### config.mk
export PLATFORM = sky130hd
export DESIGN_NAME = tempsens_multich_ctrl_flat
export DESIGN_NICKNAME = d
export VERILOG_FILES = /design/src/rtl/tempsens_pkg.sv /design/src/rtl/tempsens_multich_ctrl_if.sv /design/src/rtl/tempsens_gate_counter.sv /design/src/rtl/tempsens_multich_ctrl.sv /design/src/flat_wrapper.sv
export SDC_FILE = /design/constraint.sdc
export NUM_CORES = 1
export LEC_CHECK = 0
export CORE_MARGIN = 5
export CORE_UTILIZATION = 59
export DETAILED_ROUTE_END_ITERATION = 10
export HOLD_SLACK_MARGIN = 0.06
export PLACE_DENSITY = 0.81
export SLEW_MARGIN = 20
export SYNTH_ARGS = -nofsm -noshare
export SYNTH_HDL_FRONTEND = slang
export SYNTH_SLANG_ARGS = --single-unit
### constraint.sdc
create_clock -name clk -period 5.05 [get_ports clk]
set_clock_uncertainty 0.05 [all_clocks]
set_input_delay 1.01 -clock clk [delete_from_list [all_inputs] [get_ports clk]]
set_output_delay 1.01 -clock clk [all_outputs]
set_load 0.01 [all_outputs]
### src/rtl/tempsens_pkg.sv
// -----------------------------------------------------------------------------
// tempsens_pkg
// Shared types and helpers for the multi-channel temperature sensor readout.
//   state_e    : sweep FSM states
//   clog2_safe : $clog2 that never returns 0, so it can size a vector directly
// -----------------------------------------------------------------------------
package tempsens_pkg;

    typedef enum logic [2:0] {
        ST_IDLE,
        ST_SETTLE,
        ST_GATE,
        ST_STORE,
        ST_DONE
    } state_e;

    // Width able to index n items; at least 1 bit even for n <= 2.
    function automatic int clog2_safe(input int n);
        return (n <= 2) ? 1 : $clog2(n);
    endfunction

endpackage

### src/rtl/tempsens_multich_ctrl_if.sv
// -----------------------------------------------------------------------------
// tempsens_multich_ctrl_if
// Result readback bus of the temperature sensor controller.
//   rd_sel   : channel select (driven by the reader)
//   rd_data  : averaged result of the selected channel
//   rd_valid : selected channel holds a result since reset
// Modports: master = reader, slave = controller.
// -----------------------------------------------------------------------------
interface tempsens_multich_ctrl_if #(
    parameter int CNT_W = 12,
    parameter int SEL_W = 2
);
    logic [SEL_W-1:0] rd_sel;
    logic [CNT_W-1:0] rd_data;
    logic             rd_valid;

    modport master (output rd_sel, input rd_data, input rd_valid);
    modport slave  (input rd_sel, output rd_data, output rd_valid);
endinterface

### src/rtl/tempsens_gate_counter.sv
// -----------------------------------------------------------------------------
// tempsens_gate_counter
// Saturating edge counter for one gate window.
//   clk, rst_n : clock, asynchronous active-low reset
//   clear      : synchronous clear (wins over counting)
//   count_en   : counting window open
//   pulse      : one-cycle edge pulse of the selected oscillator
//   count      : edges seen since clear, held at all-ones once reached
// -----------------------------------------------------------------------------
module tempsens_gate_counter #(
    parameter int CNT_W = 12
) (
    input  logic             clk,
    input  logic             rst_n,
    input  logic             clear,
    input  logic             count_en,
    input  logic             pulse,
    output logic [CNT_W-1:0] count
);

    // NOTE: sequential state is written with <= so every flop samples the
    // pre-edge values, independent of block ordering.
    always_ff @(posedge clk or negedge rst_n) begin
        if (!rst_n) begin
            count <= '0;
        end else if (clear) begin
            count <= '0;
        end else if (count_en && pulse && (count != '1)) begin
            count <= count + CNT_W'(1);
        end
    end

endmodule

### src/rtl/tempsens_multich_ctrl.sv
// -----------------------------------------------------------------------------
// tempsens_multich_ctrl
// Sweeps NCH ring-oscillator sensors one at a time: settle, count edges over a
// 2^GATE_LOG2 cycle gate, average 2^AVG_LOG2 samples, store per-channel result
// and update a hysteretic over-temperature flag.
//   clk, rst_n : clock, asynchronous active-low reset
//   ena        : enable; low aborts a sweep (results/valid/alarm retained)
//   start      : one-cycle sweep request (ignored while busy or ena=0)
//   cont_mode  : restart sweep automatically after done
//   osc_pulse  : per-oscillator edge pulses, synchronous to clk
//   thresh     : alarm threshold
//   rd         : readback bus (slave)
//   osc_en     : one-hot oscillator enable
//   alarm      : per-channel over-temperature flag
//   busy, done : sweep in progress / one-cycle end-of-sweep pulse
// -----------------------------------------------------------------------------
module tempsens_multich_ctrl
    import tempsens_pkg::*;
#(
    parameter int NCH        = 4,
    parameter int CNT_W      = 12,
    parameter int GATE_LOG2  = 6,
    parameter int AVG_LOG2   = 2,
    parameter int SETTLE_CYC = 4,
    parameter int HYST       = 4,
    parameter int SEL_W      = clog2_safe(NCH)
) (
    input  logic                   clk,
    input  logic                   rst_n,
    input  logic                   ena,
    input  logic                   start,
    input  logic                   cont_mode,
    input  logic [NCH-1:0]         osc_pulse,
    input  logic [CNT_W-1:0]       thresh,
    tempsens_multich_ctrl_if.slave rd,
    output logic [NCH-1:0]         osc_en,
    output logic [NCH-1:0]         alarm,
    output logic                   busy,
    output logic                   done
);

    localparam int CH_W     = clog2_safe(NCH);
    localparam int SMP_W    = clog2_safe(1 << AVG_LOG2);
    localparam int ACC_W    = CNT_W + AVG_LOG2;
    localparam int GATE_CYC = 1 << GATE_LOG2;
    localparam int TMR_W    = clog2_safe((GATE_CYC > SETTLE_CYC) ? GATE_CYC : SETTLE_CYC);

    state_e             state_q, state_d;
    logic [TMR_W-1:0]   tmr_q;
    logic [SMP_W-1:0]   smp_q;
    logic [CH_W-1:0]    ch_q;
    logic [ACC_W-1:0]   acc_q;
    logic [CNT_W-1:0]   result_q [NCH];
    logic [NCH-1:0]     valid_q;

    logic               settle_end, gate_end, last_smp, last_ch, store_now;
    logic [CNT_W-1:0]   count;
    logic [ACC_W-1:0]   acc_sum;
    logic [CNT_W-1:0]   new_res, alarm_lo;

    assign settle_end = (state_q == ST_SETTLE) && (tmr_q == TMR_W'(SETTLE_CYC - 1));
    assign gate_end   = (state_q == ST_GATE)   && (tmr_q == TMR_W'(GATE_CYC - 1));
    assign last_smp   = (smp_q == SMP_W'((1 << AVG_LOG2) - 1));
    assign last_ch    = (ch_q == CH_W'(NCH - 1));
    assign store_now  = ena && (state_q == ST_STORE);
    assign acc_sum    = acc_q + ACC_W'(count);
    assign new_res    = CNT_W'(acc_sum >> AVG_LOG2);
    assign alarm_lo   = (thresh > CNT_W'(HYST)) ? (thresh - CNT_W'(HYST)) : '0;

    // Counter is cleared on GATE entry and on abort; only the active channel counts.
    tempsens_gate_counter #(.CNT_W(CNT_W)) u_gate_counter (
        .clk      (clk),
        .rst_n    (rst_n),
        .clear    (!ena || settle_end),
        .count_en (state_q == ST_GATE),
        .pulse    (osc_pulse[ch_q]),
        .count    (count)
    );

    // NOTE: every combinational output gets a default first, so no path leaves
    // a signal unassigned and no latch is inferred.
    always_comb begin
        state_d = state_q;
        if (!ena) begin
            state_d = ST_IDLE;
        end else begin
            unique case (state_q)
                ST_IDLE:   if (start) state_d = ST_SETTLE;
                ST_SETTLE: if (settle_end) state_d = ST_GATE;
                ST_GATE:   if (gate_end) state_d = ST_STORE;
                ST_STORE:  state_d = (last_smp && last_ch) ? ST_DONE : ST_SETTLE;
                ST_DONE:   state_d = cont_mode ? ST_SETTLE : ST_IDLE;
                default:   state_d = ST_IDLE;
            endcase
        end
    end

    always_comb begin
        osc_en = '0;
        if (state_q inside {ST_SETTLE, ST_GATE, ST_STORE}) osc_en[ch_q] = 1'b1;
    end

    assign busy = (state_q != ST_IDLE);
    assign done = (state_q == ST_DONE);

    always_ff @(posedge clk or negedge rst_n) begin
        if (!rst_n) begin
            state_q <= ST_IDLE;
            tmr_q   <= '0;
        end else begin
            state_q <= state_d;
            // Phase timer restarts on every state change.
            if (state_d != state_q) tmr_q <= '0;
            else if (state_q inside {ST_SETTLE, ST_GATE}) tmr_q <= tmr_q + TMR_W'(1);
        end
    end

    always_ff @(posedge clk or negedge rst_n) begin
        if (!rst_n) begin
            acc_q <= '0;
            smp_q <= '0;
            ch_q  <= '0;
        end else if (!ena) begin
            acc_q <= '0;
            smp_q <= '0;
            ch_q  <= '0;
        end else if (state_q == ST_STORE) begin
            if (last_smp) begin
                acc_q <= '0;
                smp_q <= '0;
                ch_q  <= last_ch ? '0 : ch_q + CH_W'(1);
            end else begin
                acc_q <= acc_sum;
                smp_q <= smp_q + SMP_W'(1);
            end
        end
    end

    // NOTE: the per-channel result array is reset because readback of a
    // never-written channel must return 0; it is a handful of flops, not a RAM.
    always_ff @(posedge clk or negedge rst_n) begin
        if (!rst_n) begin
            for (int i = 0; i < NCH; i++) result_q[i] <= '0;
            valid_q <= '0;
            alarm   <= '0;
        end else if (store_now && last_smp) begin
            result_q[ch_q] <= new_res;
            valid_q[ch_q]  <= 1'b1;
            // Set wins; clear only below thresh-HYST; otherwise hold.
            if (new_res >= thresh)        alarm[ch_q] <= 1'b1;
            else if (new_res < alarm_lo)  alarm[ch_q] <= 1'b0;
        end
    end

    always_comb begin
        rd.rd_data  = '0;
        rd.rd_valid = 1'b0;
        for (int i = 0; i < NCH; i++) begin
            if (rd.rd_sel == SEL_W'(i)) begin
                rd.rd_data  = result_q[i];
                rd.rd_valid = valid_q[i];
            end
        end
    end

endmodule

### src/flat_wrapper.sv
// flat-port wrapper written by rule: the top's interface ports become plain ports
module tempsens_multich_ctrl_flat import tempsens_pkg::*;
#(
    parameter int NCH        = 4,
    parameter int CNT_W      = 12,
    parameter int GATE_LOG2  = 6,
    parameter int AVG_LOG2   = 2,
    parameter int SETTLE_CYC = 4,
    parameter int HYST       = 4,
    parameter int SEL_W      = clog2_safe(NCH)
)
  (clk, rst_n, ena, start, cont_mode, osc_pulse, thresh, osc_en, alarm, busy, done, rd_rd_sel, rd_rd_data, rd_rd_valid);
  tempsens_multich_ctrl_if #(.CNT_W(CNT_W), .SEL_W(SEL_W)) rd_i ();
  input  logic clk;
  input  logic rst_n;
  input  logic ena;
  input  logic start;
  input  logic cont_mode;
  input  logic [NCH-1:0] osc_pulse;
  input  logic [CNT_W-1:0] thresh;
  output logic [NCH-1:0] osc_en;
  output logic [NCH-1:0] alarm;
  output logic busy;
  output logic done;
  input wire logic [$bits(rd_i.rd_sel)-1:0] rd_rd_sel;
  output wire logic [$bits(rd_i.rd_data)-1:0] rd_rd_data;
  output wire logic [$bits(rd_i.rd_valid)-1:0] rd_rd_valid;
  assign rd_i.rd_sel = rd_rd_sel;
  assign rd_rd_data = rd_i.rd_data;
  assign rd_rd_valid = rd_i.rd_valid;
  tempsens_multich_ctrl #(.NCH(NCH), .CNT_W(CNT_W), .GATE_LOG2(GATE_LOG2), .AVG_LOG2(AVG_LOG2), .SETTLE_CYC(SETTLE_CYC), .HYST(HYST), .SEL_W(SEL_W)) u_core (.clk(clk), .rst_n(rst_n), .ena(ena), .start(start), .cont_mode(cont_mode), .osc_pulse(osc_pulse), .thresh(thresh), .rd(rd_i), .osc_en(osc_en), .alarm(alarm), .busy(busy), .done(done));
endmodule
==> flow_metrics.tcl <==
set metrics [dict create \
    status "finished clean" \
    antenna_found_initial 0 \
    async_reset_ff_frac 1.00 \
    ir_drop_uv 171 \
    cp-start-kind "flop" \
    synth_top_cell_area_share 0.419 \
    rows 35 \
    n_fill_cell 707 \
    place_hpwl_um 9070 \
    gr-total-overflow 0 \
    gp_congestion 0.903 \
    fmax_mhz 224 \
    syn_to_final_growth_pct 14.1 \
    rsz0062_at_grt "false" \
    design_area_um2 6470 \
    routed_wl_um 12500 \
    grt_pass1_vias 4379 \
    ys_warn_count 0 \
    stdcell_count 720 \
    power.density_nw_per_um2 220 \
    placed_cells 704 \
    synthTopCellsByArea "dfrtp_1, ha_1, mux2_2" \
    drt_iter0_markers 226 \
    crit_chain "ha_1 -> inv_1 -> fa_1 -> nor2b_1 -> o31a_1 -> o21ai_0 -> a31oi_1 -> xnor2_1 -> inv_1 -> ha_1 -> and3_1 -> o2111ai_1 -> a31oi_1 -> a211oi_1 -> o21ai_0 -> o31ai_1 -> o21ai_0" \
    final_max_slew_viol_count 0 \
    syn-instance-count 536 \
    cp_num_buf_inv 2 \
    clkTransAtPathRegs_ns 0.10 \
    post-cts-setup-buffers 0 \
    endpoint_kind "flop" \
    diodes 0 \
    port_buffers 45 \
    clock_path_buffers 2 \
    die_w_um 108 \
    ant_nets 0 \
    hold-worst-slack_ns 0.436 \
    synth_top_area_cell "dfrtp_1" \
    nNetsFinal 653 \
    slew_headroom 0.280 \
    vias_per_cell 5.89 \
    finalSetupTns_ns 0 \
    p_total_mw 1.42 \
    synth-main-ff-cell "dfrtp_1" \
    required_ns 5.24 \
    finalCriticalPeriod_ns 4.46 \
    firstDrtPassIters 4 \
    tightest_slew_ns 1.08 \
    insertion_delay_ns 0.36 \
    num_io_pins 46 \
    seq_area_frac_synth 0.419 \
    slowest_stage "dfrtp_1" \
    mappedNetlistArea_um2 5670 \
    dieArea_um2 11700 \
    drive_above_1_share 0.147 \
    synth-edff-count 0 \
    grt_pass1_wl_um 20900 \
    synth_seq_cells 95 \
    placed_cell_area_um2 6260 \
    initial_core_util 0.611 \
    critPathTopFamily "compound AO/OA/AOI/OAI gates" \
    path_class "flop to flop" \
    clockRootBuffer "clkbuf_8" \
    crit_fanout 6 \
    synth.avg_cell_area_um2 10.6 \
    cts.hold.buffers_added 0 \
    setup_ws_ns 0.591 \
    p_leak_nw 3.08 \
    min_path_type "flop to flop" \
    setup_viol 0 \
    cts.sinks 95 \
    final_core_util 0.697 \
    max_stage_delay_ns 0.48 \
    dpl_worst_slack_ns 0.470 \
    grt_max_degree 53 \
    drc 0 \
    ys_types 58 \
    num_vias 4244 \
    die_y_um 108 \
    path_common_cell "o21ai_0" \
    numCtsBuffers 9 \
    core_um2 9280 \
    cts_tree "yes" \
    final-hold-violation-count 0 \
    syn_nets 603 \
    cts_resized 0 \
    cap_violations 0 \
    post-route-period-util 0.883 \
    cts_max_level 3 \
    wl_per_cell_um 17.3 \
    worstPathArrival_ns 4.65 \
    grt_usage 0.226 \
]
-- cell usage after synthesis, drive strengths merged, types with 2 or more instances --
cell type  instances
or3                3
mux2              33
and2               8
a32oi              2
a22o               9
nor2b              5
a21boi             2
a31oi              2
nand2b             9
mux2i              8
nor2              43
nor3               8
o21ai             41
nand4              3
buf               11
o31a               2
mux4              14
a21oi             21
xnor2             17
ha                43
dfrtp             95
nand3             15
clkbuf             4
nand2             46
o211ai             2
o21a               7
a21o               2
and4               3
xor2              14
nor3b              5
o2111ai            2
a211oi             7
or2                3
inv               27
and3               7
-- worst register-to-register path, delay by kind of cell, from the launching register on --
family | cells | cell delay, ns
XOR/XNOR | 1 | 0.34
adder cells (fa/ha/maj) | 3 | 0.98
AO/OA/AOI/OAI | 9 | 1.88
buffers and inverters | 2 | 0.24
flip-flops | 1 | 0.48
AND/OR/NAND/NOR | 2 | 0.39
-- kinds of logic (layout without fill, tap and decap cells) --
kind of cell | Yosys count | count (layout) | synth area share
xor gates and xnor gates | 31 | 31 | 0.0479
AOI/OAI and AO/OA | 103 | 103 | 0.117
DFF | 95 | 95 | 0.419
muxes | 55 | 55 | 0.135
and+or+nand+nor | 166 | 166 | 0.149
adders and majority gates | 44 | 44 | 0.0984
buffers and inverters | 42 | 97 | 0.0329
-- where the power goes --
part / total, mW / internal [mW] / leakage [nW] / switching (mW)
sequential: 0.778 / 0.769 / 1.33 / 0.00931
combinational: 0.122 / 0.0541 / 1.65 / 0.0683
clock: 0.521 / 0.239 / 0.103 / 0.283
total: 1.42 / 1.06 / 3.08 / 0.360
-- layout by cell type, fill, tap and decap left out, drive strengths merged, types with 3 or more instances in the layout --
cell type,instances
nor2,43
mux2i,8
clkdlybuf4s50,44
nor3b,5
o21a,7
xor2,14
a22o,9
a211oi,7
or3,3
mux2,33
nand2,46
o21ai,41
and3,7
a21oi,21
or2,3
nand2b,9
xnor2,17
buf,10
and2,8
nor3,8
clkbuf,9
ha,43
nor2b,5
dfrtp,95
nand4,3
and4,3
inv,31
nand3,15
mux4,14
-- final cells by class --
| class | count | area, um2 | area share |
|---|---|---|---|
| Clock buffer | 9 | 124 | 0.0191 |
| Inverter | 27 | 101 | 0.0157 |
| Clock inverter | 7 | 83.8 | 0.0130 |
| Tap cell | 129 | 161 | 0.0250 |
| Multi-Input combinational cell | 399 | 3110 | 0.480 |
| Timing Repair Buffer | 54 | 515 | 0.0797 |
| Sequential cell | 95 | 2380 | 0.368 |
-- sequential cells by signal (all words and copies together), names as in the netlist, named ones only --
register                     count
u_core.tmr_q                     6
u_core.ch_q                      2
u_core.state_q                   3
u_core.valid_q                   4
u_core.acc_q                    14
u_core.smp_q                     2
u_core.u_gate_counter.count     12
u_core.result_q                 48
-- final timing paths --
kind	startpoint	endpoint	slack (ns)	depth (start not counted)
min in group asynchronous	rst_n	u_core.tmr_q[3]	0.62	1
setup reg to reg	u_core.u_gate_counter.count[0]	flop	0.59	17
max in group asynchronous	rst_n	u_core.result_q[1]	3.33	2
hold reg to reg	u_core.valid_q[2]	u_core.valid_q[2]	0.44	1
setup / recovery	u_core.u_gate_counter.count[0]	flop	0.59	17
hold / removal	u_core.valid_q[2]	u_core.valid_q[2]	0.44	1
-- per-layer routing --
metal	track usage	vias up	wire length, um
li1	-	2013	-
met1	0.297	2090	5620
met2	0.377	111	6070
met3	0.0352	30	487
met4	0.0884	0	280
met5	0	-	0
No activity file was read; power rests on OpenSTA's default activity.
==> RTL change (same settings) <==
`CNT_W` is set to 12 in 4 places; all go to 18.
--- a/src/rtl/tempsens_multich_ctrl_if.sv
+++ b/src/rtl/tempsens_multich_ctrl_if.sv
@@ -7,7 +7,7 @@
 // Modports: master = reader, slave = controller.
 // -----------------------------------------------------------------------------
 interface tempsens_multich_ctrl_if #(
-    parameter int CNT_W = 12,
+    parameter int CNT_W = 18,
     parameter int SEL_W = 2
 );
     logic [SEL_W-1:0] rd_sel;
--- a/src/rtl/tempsens_gate_counter.sv
+++ b/src/rtl/tempsens_gate_counter.sv
@@ -8,7 +8,7 @@
 //   count      : edges seen since clear, held at all-ones once reached
 // -----------------------------------------------------------------------------
 module tempsens_gate_counter #(
-    parameter int CNT_W = 12
+    parameter int CNT_W = 18
 ) (
     input  logic             clk,
     input  logic             rst_n,
--- a/src/rtl/tempsens_multich_ctrl.sv
+++ b/src/rtl/tempsens_multich_ctrl.sv
@@ -18,7 +18,7 @@
     import tempsens_pkg::*;
 #(
     parameter int NCH        = 4,
-    parameter int CNT_W      = 12,
+    parameter int CNT_W      = 18,
     parameter int GATE_LOG2  = 6,
     parameter int AVG_LOG2   = 2,
     parameter int SETTLE_CYC = 4,
--- a/src/flat_wrapper.sv
+++ b/src/flat_wrapper.sv
@@ -2,7 +2,7 @@
 module tempsens_multich_ctrl_flat import tempsens_pkg::*;
 #(
     parameter int NCH        = 4,
-    parameter int CNT_W      = 12,
+    parameter int CNT_W      = 18,
     parameter int GATE_LOG2  = 6,
     parameter int AVG_LOG2   = 2,
     parameter int SETTLE_CYC = 4,
Interface: changed (resized rd_rd_data and thresh); port bits go from 46 to 58. No check against the original RTL was run, so the function may have changed too.
==> RTL change against the original RTL <==
- final area rose by 43%
- worst setup slack improved by 150 ps
- largest power group is now clock
- non-clock buffer count rose by 18
- highest routed layer unchanged
- via count rose by 49%
- maximum frequency rose by 3.5%
- area after synthesis rose by 39%
- routed wire length rose by 55%
- total power rose by 69%
- register-to-register slack improved by 190 ps
- sequential cell count rose by 36
==> RTL change: results (changes against the original RTL) <==
worst skew pair latency 420 ps (+60 ps); Nets 941 (+44%); Initial DRC Count 450 (+99%); root buf cell clkbuf_16; WL final 19300 um (+55%); worst-margin pin slew 890 ps (-188 ps); sequential area share after synthesis 0.416 (-0.00353); first-pass GRT wire length 31900 um (+53%); mux contribution to synthesized area 0.108 (-0.0269); Hold EP u_core.valid_q[1]; R2R setup slack 780 ps (+190 ps); comb_multi_in 586 (+47%); Crit Path Class in2reg; Hold WS 415 ps (-21.3 ps); CP max FO 18 (+12); CTS clk-pin slew, worst paths 60 ps (-40 ps); Area contributors post-synth dfrtp_1 (42%), ha_1 (9.8%), mux4_2 (5.4%); critical path's slowest cell or4_4; Sw Ratio 0.231 (-0.0225); status completed; library cells used by synthesis 63 (+8.6%); Min-Delay Startpoint u_core.valid_q[1]; Cells after Synth 790 (+47%); Buffers, non-clock 72 (+33%); DP HPWL 13800 um (+52%); htree depth 4 (+1); multi-input gate share of total cell area 0.467 (-0.0126); RD Place Congestion 0.958 (+6.1%); layout buffering overhead excluding clock cells 0.0749 (-0.00480); synthesized area 7880 sq um (+39%); Non-clock inverters 41 (+52%); Synth Area in XOR/XNOR 0.0544 (+0.00654); Clock buffer cells 22 (+13); fraction of area in registers 0.354 (-0.0133)
[RTL change: changes by cell type in the layout (fill, tap and decap cells not counted), sizes merged, moves of 6 or more]
cell | before | now
dfrtp | 95 | 131
clkdlybuf4s50 | 44 | 56
xor2 | 14 | 20
inv | 31 | 42
xnor2 | 17 | 29
o21ai | 41 | 76
ha | 43 | 62
a21oi | 21 | 38
buf | 10 | 16
mux4 | 14 | 20
nand2 | 46 | 104
clkbuf | 9 | 22
a21o | 2 | 8
nand4 | 3 | 12
[RTL change: power groups by stage]
stage,clock network [W],logic [W],registers (W)
floorplan,0,0.0000720,0.00108
global placement,0,0.000133,0.00108
detailed placement,0,0.000140,0.00108
CTS,0.00121,0.000141,0.00106
global route,0.00126,0.000156,0.00106
finish,0.00120,0.000139,0.00106
[RTL change: per-layer routing]
layer,vias up,track usage,routed length [um]
met5,-,0,0
met2,209,0.430,9670
met4,0,0.0874,506
met3,54,0.0652,1010
met1,3102,0.309,8150
li1,2941,-,-
